==> src/rtl/rr_pkt_arbiter_pkg.sv <==
// rtl/rr_pkt_arbiter_pkg.sv - shared state encoding and defaults for the packet arbiter
package rr_pkt_arbiter_pkg;

  typedef enum logic {
    ST_IDLE = 1'b0,
    ST_BUSY = 1'b1
  } arb_state_t;

  localparam int RR_TIMEOUT_CYC_DEF = 1023;

endpackage

==> src/rtl/rnd_rb_ppe.sv <==
// rtl/rnd_rb_ppe.sv - programmable-priority encoder: first set bit at or after rr_priority, wrapping
module rnd_rb_ppe #(
  parameter int RR_WIDTH    = 8,
  parameter int RR_WIDTH_L2 = $clog2(RR_WIDTH)
) (
  input  logic [RR_WIDTH-1:0]    rr_vec_in,
  input  logic [RR_WIDTH_L2-1:0] rr_priority,
  output logic [RR_WIDTH-1:0]    rr_vec_out,
  output logic [RR_WIDTH_L2-1:0] rr_bin_out
);

  logic found;

  // Walk the request vector starting at the priority slot; keep only the first hit.
  always_comb begin
    rr_vec_out = '0;
    rr_bin_out = '0;
    found      = 1'b0;
    for (int i = 0; i < RR_WIDTH; i++) begin
      if (!found && rr_vec_in[(int'(rr_priority) + i) % RR_WIDTH]) begin
        found = 1'b1;
        rr_vec_out[(int'(rr_priority) + i) % RR_WIDTH] = 1'b1;
        rr_bin_out = RR_WIDTH_L2'((int'(rr_priority) + i) % RR_WIDTH);
      end
    end
  end

endmodule

==> src/rtl/rr_pkt_arbiter.sv <==
// rtl/rr_pkt_arbiter.sv - round-robin packet arbiter; optional watchdog under RR_ARB_TIMEOUT_EN
module rr_pkt_arbiter
  import rr_pkt_arbiter_pkg::*;
#(
  parameter int RR_WIDTH    = 8,
  parameter int RR_WIDTH_L2 = $clog2(RR_WIDTH),
  parameter int TIMEOUT_CYC = RR_TIMEOUT_CYC_DEF
) (
  input  logic                   clk,
  input  logic                   rst,
  input  logic [RR_WIDTH-1:0]    req,
  input  logic                   eop,
  output logic [RR_WIDTH-1:0]    gnt,
  output logic [RR_WIDTH_L2-1:0] gnt_bin,
  output logic                   gnt_valid,
  output logic                   arb_timeout
);

  arb_state_t             state_q, state_d;
  logic [RR_WIDTH_L2-1:0] ptr_q;
  logic [RR_WIDTH_L2-1:0] next_ptr;
  logic [RR_WIDTH-1:0]    ppe_vec;
  logic [RR_WIDTH_L2-1:0] ppe_bin;
  logic                   any_req;
  logic                   force_release;
  logic                   release_now;
  logic                   load_grant;

  assign any_req     = |req;
  assign release_now = (state_q == ST_BUSY) && (eop || force_release);
  assign load_grant  = any_req && ((state_q == ST_IDLE) || release_now);

  // The releasing grantee drops to lowest priority, so the search for the
  // back-to-back grant already starts one past it.
  always_comb begin
    next_ptr = ptr_q;
    if (release_now) begin
      if (gnt_bin == RR_WIDTH_L2'(RR_WIDTH - 1)) begin
        next_ptr = '0;
      end else begin
        next_ptr = gnt_bin + 1'b1;
      end
    end
  end

  rnd_rb_ppe #(
    .RR_WIDTH    (RR_WIDTH),
    .RR_WIDTH_L2 (RR_WIDTH_L2)
  ) u_ppe (
    .rr_vec_in   (req),
    .rr_priority (next_ptr),
    .rr_vec_out  (ppe_vec),
    .rr_bin_out  (ppe_bin)
  );

  // Next-state: leave IDLE on any request, leave BUSY only on a release with nobody waiting.
  always_comb begin
    state_d = state_q;
    case (state_q)
      ST_IDLE: if (any_req) state_d = ST_BUSY;
      ST_BUSY: if (release_now && !any_req) state_d = ST_IDLE;
      default: state_d = ST_IDLE;
    endcase
  end

  // State, pointer and registered grant outputs.
  always_ff @(posedge clk) begin
    if (rst) begin
      state_q   <= ST_IDLE;
      ptr_q     <= '0;
      gnt       <= '0;
      gnt_bin   <= '0;
      gnt_valid <= 1'b0;
    end else begin
      state_q <= state_d;
      if (release_now) ptr_q <= next_ptr;
      if (load_grant) begin
        gnt       <= ppe_vec;
        gnt_bin   <= ppe_bin;
        gnt_valid <= 1'b1;
      end else if (release_now) begin
        gnt       <= '0;
        gnt_bin   <= '0;
        gnt_valid <= 1'b0;
      end
    end
  end

`ifdef RR_ARB_TIMEOUT_EN
  localparam int CNT_W = $clog2(TIMEOUT_CYC + 1);
  localparam logic [CNT_W-1:0] TO_LAST = CNT_W'(TIMEOUT_CYC - 1);

  logic [CNT_W-1:0] to_cnt;

  // Counter holds the number of completed cycles of the current grant; eop wins over timeout.
  assign force_release = (state_q == ST_BUSY) && !eop && (to_cnt == TO_LAST);

  // Watchdog counter and one-cycle timeout pulse.
  always_ff @(posedge clk) begin
    if (rst) begin
      to_cnt      <= '0;
      arb_timeout <= 1'b0;
    end else begin
      arb_timeout <= force_release;
      if (load_grant || release_now) begin
        to_cnt <= '0;
      end else if (state_q == ST_BUSY && !eop) begin
        to_cnt <= to_cnt + 1'b1;
      end
    end
  end
`else
  localparam int UNUSED_TIMEOUT_CYC = TIMEOUT_CYC;

  assign force_release = 1'b0;
  assign arb_timeout   = 1'b0;
`endif

endmodule

==> config.mk <==
export PLATFORM = sky130hd
export DESIGN_NAME = rr_pkt_arbiter
export DESIGN_NICKNAME = d
export VERILOG_FILES = /design/src/rtl/rr_pkt_arbiter_pkg.sv /design/src/rtl/rnd_rb_ppe.sv /design/src/rtl/rr_pkt_arbiter.sv
export SDC_FILE = /design/constraint.sdc
export NUM_CORES = 1
export LEC_CHECK = 0
export BUFFER_PORTS_ARGS = -buffer_cell sky130_fd_sc_hd__buf_4
export CAP_MARGIN = 20
export CELL_PAD_IN_SITES_DETAIL_PLACEMENT = 1
export CELL_PAD_IN_SITES_GLOBAL_PLACEMENT = 2
export CORE_AREA = 10 10 95 76
export CTS_BUF_LIST = sky130_fd_sc_hd__clkbuf_8
export DETAILED_ROUTE_END_ITERATION = 10
export DIE_AREA = 0 0 105 86
export GPL_TIMING_DRIVEN = 0
export PLACE_DENSITY_LB_ADDON = 0.1
export SYNTH_ARGS = -nofsm -noshare
export SYNTH_HDL_FRONTEND = slang
export SYNTH_SLANG_ARGS = --single-unit
==> constraint.sdc <==
create_clock -name clk -period 6.2 [get_ports clk]
set_input_delay 0.31 -clock clk [delete_from_list [all_inputs] [get_ports clk]]
set_output_delay 0.31 -clock clk [all_outputs]
set_load 0.01 [all_outputs]
==> results of run 1 <==
==> worst min-delay path by stage <==
| stage | from | end | slack, ps | cells past startpoint |
|---|---|---|---|---|
| 2_1_floorplan | gnt_valid$_SDFFE_PP0P_ | gnt_valid$_SDFFE_PP0P_ | 480 | 2 |
| 3_3_place_gp | gnt_valid$_SDFFE_PP0P_ | gnt_valid$_SDFFE_PP0P_ | 450 | 2 |
| 3_5_place_dp | gnt[7]$_SDFFE_PP0P_ | gnt[7]$_SDFFE_PP0P_ | 460 | 1 |
| 4_1_cts | rst | gnt[5]$_SDFFE_PP0P_ | 400 | 3 |
| 5_1_grt | rst | gnt[5]$_SDFFE_PP0P_ | 430 | 3 |
| 6_report | rst | gnt[5]$_SDFFE_PP0P_ | 410 | 3 |
==> logic make-up after synthesis <==
group / after synthesis / share of synthesized area
compound gates: 77 / 0.304
other cells: 1 / 0.00183
buf+inv: 22 / 0.0545
flops: 16 / 0.157
mux: 22 / 0.136
xor+xnor: 3 / 0.0165
simple gates: 102 / 0.281
fa+ha+maj: 8 / 0.0490
==> flip-flops by register name (all words and copies together), names as in the netlist <==
signal     cells
gnt            8
ptr_q          3
gnt_bin        3
gnt_valid      1
state_q        1
==> placed cells by master (no fill, tap or decap), types with 4 or more instances in the layout <==
cell type,count
mux2i_1,14
nor3_1,4
nand4_1,5
ha_1,8
nor2_1,16
o21ai_0,12
dfxtp_1,16
a21oi_1,12
buf_4,24
a32o_1,6
a221oi_1,4
and3_1,5
nand3_1,26
a311oi_1,4
clkbuf_8,4
mux4_2,4
clkbuf_1,7
nand2_1,18
==> worst max-delay path, stage by stage (launching register included) <==
cell      delay [ps]
dfxtp_1          440
ha_1             180
ha_1             130
and4bb_4         230
a21oi_4          290
inv_2            120
buf_2            220
clkbuf_1         320
ha_1             470
clkbuf_1         470
mux2i_1          240
mux2_2           270
mux2i_1          230
nor3b_1          800
nand2_1          280
o311ai_1         370
a32o_1           210
==> routing by layer <==
metal | routed length [µm] | GRT usage
met3 | 705 | 0.0516
met2 | 3220 | 0.251
met4 | 73 | 0.0199
met1 | 3720 | 0.237
met5 | 0 | 0
==> layout make-up <==
| type | count | area, µm² | area share |
|---|---|---|---|
| multi-input combinational | 213 | 1610 | 0.686 |
| sequential | 16 | 320 | 0.136 |
| timing repair buffer | 21 | 158 | 0.0671 |
| tap | 75 | 93.8 | 0.0399 |
| buffer | 15 | 85.1 | 0.0362 |
| clock buffer | 4 | 55.1 | 0.0234 |
| inverter | 7 | 26.3 | 0.0112 |
==> power by group <==
group | internal, mW | switching [mW] | total (mW)
combinational | 0.232 | 0.382 | 0.614
sequential | 0.122 | 0.0162 | 0.139
clock | 0.0565 | 0.0400 | 0.0965
total | 0.411 | 0.439 | 0.849
==> results.yml, run 1 <==
logic_synthesis:
  synth_area_leaders: "dfxtp_1, mux2i_1, nand3_1"
  yosysTopAreaCellShare: 0.157
  synthFlopType: "dfxtp_1"
  async_flop_share: 0
  synth_nets: 270
  synth-warning-count: 0
  ys_types: 70
  ys_ff_latch: 16
  synth.cells.most_frequent: "nand3_1, nand2_1, dfxtp_1, nor2_1, mux2i_1"
  synth.most_common_cell: "nand3_1"
  synth.largest_area_cell: "dfxtp_1"
  seq_area_frac_synth: 0.157
  synth_cells: 251
  syn_avg_cell_area_um2: 8.15
  synth-edff-count: 0
  syn_area_um2: 2040
place:
  gp_congestion: 0.885
  placedCellCount: 347
  place_area_um2: 2300
  port-buffer-count: 21
  dp_slack_ps: 980
  dp_hpwl_um: 5920
sta:
  max_slew_margin: 0.308
  hold_viol: 0
  timing.setup.tns_ps: 0
  period_share: 0.861
  clock_skew_ps: 4.80
  post-route-min-period_ps: 5340
  drv_slew: 0
  grt_setup_unrepaired: "no"
  timing.fmax_mhz: 187
  max_slew.worst_pin.slew_ps: 1030
  setup_viol: 0
  setup_ws_ps: 859
  fin_hold_ws_ps: 406
clock_network:
  cts_inserted_buffers: 3
  cts_root_buf: "clkbuf_8"
  clock_sinks: 16
  cts_tree: "built"
  clk_pin_slew_ps: 70
  holdBufCountCts: 0
  cts_resized: 0
  post-cts-setup-buffers: 0
  clockBufferDepth: 2
  htree_levels: 1
  insertion_delay_ps: 260
finish:
  fillers: 686
  diodes: 0
  fin_area_um2: 2350
  fin_util: 0.444
  nets: 296
  instances_no_fill: 351
  syn2layout_area_growth_pct: 15.0
  final_layout_size_suffix_gt1_frac: 0.217
worst_setup_path:
  r2r-end: "gnt[7]$_SDFFE_PP0P_"
  critPathMaxFanout: 10
  crit_type: "flip-flop to flip-flop"
  crit_required_ps: 6400
  critPathCapture: "gnt[7]$_SDFFE_PP0P_"
  critPathLaunchType: "flip-flop"
  worstPathArrival_ps: 5540
  r2r_slack_ps: 860
  worstReg2RegStart: "gnt_bin[0]$_SDFFE_PP0P_"
  end_kind: "flip-flop"
  crit_start: "gnt_bin[0]$_SDFFE_PP0P_"
  rr_worst_depth: 16
drt:
  drc: 0
  drt_iter0_drc: 209
  ant_nets: 0
  dr.pass1.iters: 5
  wl_um: 7710
  routedWlPerCell_um: 22.0
  vias: 2284
  viasPerCell: 6.51
global_routing:
  grt_first_pass_wirelength_um: 12600
  grt_pass1_vias: 2295
  track_usage: 0.169
  grt_antenna_before_repair: 1
  grt_max_degree: 12
  gr-total-overflow: 0
power:
  power.total_uw: 849
  vdd.ir_drop.worst_v: 0.0000971
  power_per_cell_area_nw_per_um2: 361
  power.leakage_nw: 0.896
die:
  io_pins: 24
  core_area_um2: 5300
  die_area_um2: 9030
  die_y_um: 86
  initial_core_util: 0.386
  die_w_um: 105
  rows: 23
status:
  status: "finished clean"
worst_hold_path:
  hold_class: "input pin to flip-flop"
run:
  cap_violations: 0
(Power assumes the default switching activity.)
==> run 2: changes to the inputs <==
--- a/config.mk
+++ b/config.mk
@@ -5,14 +5,15 @@
 export SDC_FILE = /design/constraint.sdc
 export NUM_CORES = 1
 export LEC_CHECK = 0
+export ABC_AREA = 1
 export BUFFER_PORTS_ARGS = -buffer_cell sky130_fd_sc_hd__buf_4
 export CAP_MARGIN = 20
 export CELL_PAD_IN_SITES_DETAIL_PLACEMENT = 1
 export CELL_PAD_IN_SITES_GLOBAL_PLACEMENT = 2
-export CORE_AREA = 10 10 95 76
+export CORE_AREA = 10 10 105 84
 export CTS_BUF_LIST = sky130_fd_sc_hd__clkbuf_8
 export DETAILED_ROUTE_END_ITERATION = 10
-export DIE_AREA = 0 0 105 86
+export DIE_AREA = 0 0 115 94
 export GPL_TIMING_DRIVEN = 0
 export PLACE_DENSITY_LB_ADDON = 0.1
 export SYNTH_ARGS = -nofsm -noshare
==> results.yml, run 2 <==
status:
  status: "finished clean"
global_routing:
  grt_pass1_vias: 2693
  gr-total-overflow: 0
  grt_max_degree: 13
  grt_first_pass_wirelength_um: 14300
  track_usage: 0.159
  grt_antenna_before_repair: 0
sta:
  max_slew.worst_pin.slew_ps: 535
  timing.setup.tns_ps: 0
  hold_viol: 0
  timing.fmax_mhz: 245
  grt_setup_unrepaired: "no"
  drv_slew: 0
  setup_ws_ps: 2110
  setup_viol: 0
  fin_hold_ws_ps: 377
  max_slew_margin: 0.643
  period_share: 0.659
  post-route-min-period_ps: 4090
  clock_skew_ps: 2.95
die:
  initial_core_util: 0.335
  die_area_um2: 10800
  rows: 26
  die_w_um: 115
  io_pins: 24
  die_y_um: 94
  core_area_um2: 6700
finish:
  final_common_cell: "nand2_1"
  syn2layout_area_growth_pct: 14.2
  nets: 451
  fin_util: 0.382
  diodes: 0
  final_cell_mix: "nand2_1, nand3_1, nor2_1, inv_1, buf_4"
  largest_reg_flops: 8
  regMostFlops: "gnt"
  final_layout_size_suffix_gt1_frac: 0.158
  reg_top3: "gnt x8, gnt_bin x3, ptr_q x3"
clock_network:
  htree_levels: 1
  holdBufCountCts: 0
  cts_inserted_buffers: 3
  clk_pin_slew_ps: 70
  post-cts-setup-buffers: 0
  cts_tree: "built"
  insertion_delay_ps: 240
  clock_sinks: 16
  cts_resized: 0
  clockBufferDepth: 2
  cts_root_buf: "clkbuf_8"
worst_hold_path:
  hold_class: "input pin to flip-flop"
place:
  gp_congestion: 0.842
  port-buffer-count: 21
  dp_slack_ps: 2230
  dp_hpwl_um: 6880
logic_synthesis:
  synth_area_leaders: "nand2_1, dfxtp_1, nand3_1"
  synthFlopType: "dfxtp_1"
  synth.largest_area_cell: "nand2_1"
  synth.most_common_cell: "nand2_1"
  synth-warning-count: 0
  yosysTopAreaCellShare: 0.202
  syn_avg_cell_area_um2: 5.53
  synth-edff-count: 0
  synth_cells: 406
  async_flop_share: 0
  seq_area_frac_synth: 0.143
  synth.cells.most_frequent: "nand2_1, nand3_1, nor2_1, inv_1, a21oi_1"
  ys_ff_latch: 16
  syn_area_um2: 2240
  ys_types: 36
  synth_nets: 425
drt:
  top_layer: "met4"
  dr.pass1.iters: 4
  wl_met3_um: 465
  routedWlPerCell_um: 16.3
  drc: 0
  wl_met2_um: 3550
  drt_iter0_drc: 221
  wl_met1_um: 4360
  viasPerCell: 5.18
  ant_nets: 0
  vias: 2666
  wl_um: 8400
worst_setup_path:
  crit_family: "simple AND/OR/NAND/NOR gates"
  slowest_stage: "clkbuf_1"
  critPathMaxFanout: 10
  worstPathBufferInverterCount: 3
  critPathLaunchType: "flip-flop"
  crit_required_ps: 6380
  worstPathArrival_ps: 4260
  crit_type: "flip-flop to flip-flop"
  path_cells: "ha_1, ha_1, nor2_1, nand2_4, nand2_4, buf_6, clkbuf_1, ha_1, inv_1, nand3_1, nand3_1, nand2_2, nand3_4, nor2_8, nand2_1, o21ai_0, a21oi_1, nand2_1, nand2_1, a21oi_1"
  end_kind: "flip-flop"
  max_stage_delay_ps: 410
power:
  power.leakage_nw: 1.29
  power_per_cell_area_nw_per_um2: 248
  vdd.ir_drop.worst_v: 0.0000652
run:
  cap_violations: 0
run 2: cell types whose count changed after synthesis, moves of 10 or more:
cell	before	now
a21oi_1	12	22
inv_1	3	39
mux2i_1	14	0
nand2_1	18	121
nand3_1	26	59
nor2_1	16	58
run 2: layout make-up:
cell class / count / area, µm²
Tap cell: 84 / 105
Inverter: 48 / 186
Multi-Input combinational cell: 331 / 1680
Fill cell: 953 / 4140
Sequential cell: 16 / 320
Buffer: 11 / 58.8
Timing Repair Buffer: 21 / 158
Clock buffer: 4 / 55.1
run 2: cell families after synthesis:
logic type / after synthesis / share of synthesized area
buf+inv: 59 / 0.109
fa+ha+maj: 8 / 0.0446
simple gates: 280 / 0.590
compound gates: 41 / 0.105
flops: 16 / 0.143
other cells: 1 / 0.00167
xor+xnor: 1 / 0.00725
run 2: worst min-delay path: cells and delay by family:
kind	cells	cell delay (ps)
AO/OA/AOI/OAI	1	60
buffers and inverters	2	130
AND/OR/NAND/NOR	1	70
run 2: through the flow:
stage	instances	cell area [µm²]	total power, mW
after global placement	511	2510	0.539
final	515	2560	0.636
after CTS	515	2560	0.636
after detailed placement	511	2510	0.542
after floorplan	406	2240	0.422
after global routing	515	2560	0.696
run 2: metal layers:
layer  vias up  global-route usage
met3         2              0.0198
met1      1248               0.234
met4         0              0.0175
li1       1363                   -
met5         -                   0
met2        53               0.246
run 2: worst paths after layout:
| check | start | endpoint | slack, ps | depth (start not counted) |
|---|---|---|---|---|
| max | gnt_bin[0]$_SDFFE_PP0P_ | gnt[0]$_SDFFE_PP0P_ | 2110 | 20 |
| min | eop | state_q$_SDFF_PP0_ | 380 | 4 |
| max reg2reg | gnt_bin[0]$_SDFFE_PP0P_ | gnt[0]$_SDFFE_PP0P_ | 2110 | 20 |
| min reg2reg | gnt[3]$_SDFFE_PP0P_ | gnt[3]$_SDFFE_PP0P_ | 470 | 2 |
run 2: power by group:
part | switching (mW) | internal, mW | total [mW]
combinational | 0.298 | 0.122 | 0.420
clock | 0.0366 | 0.0562 | 0.0929
sequential | 0.00829 | 0.115 | 0.123
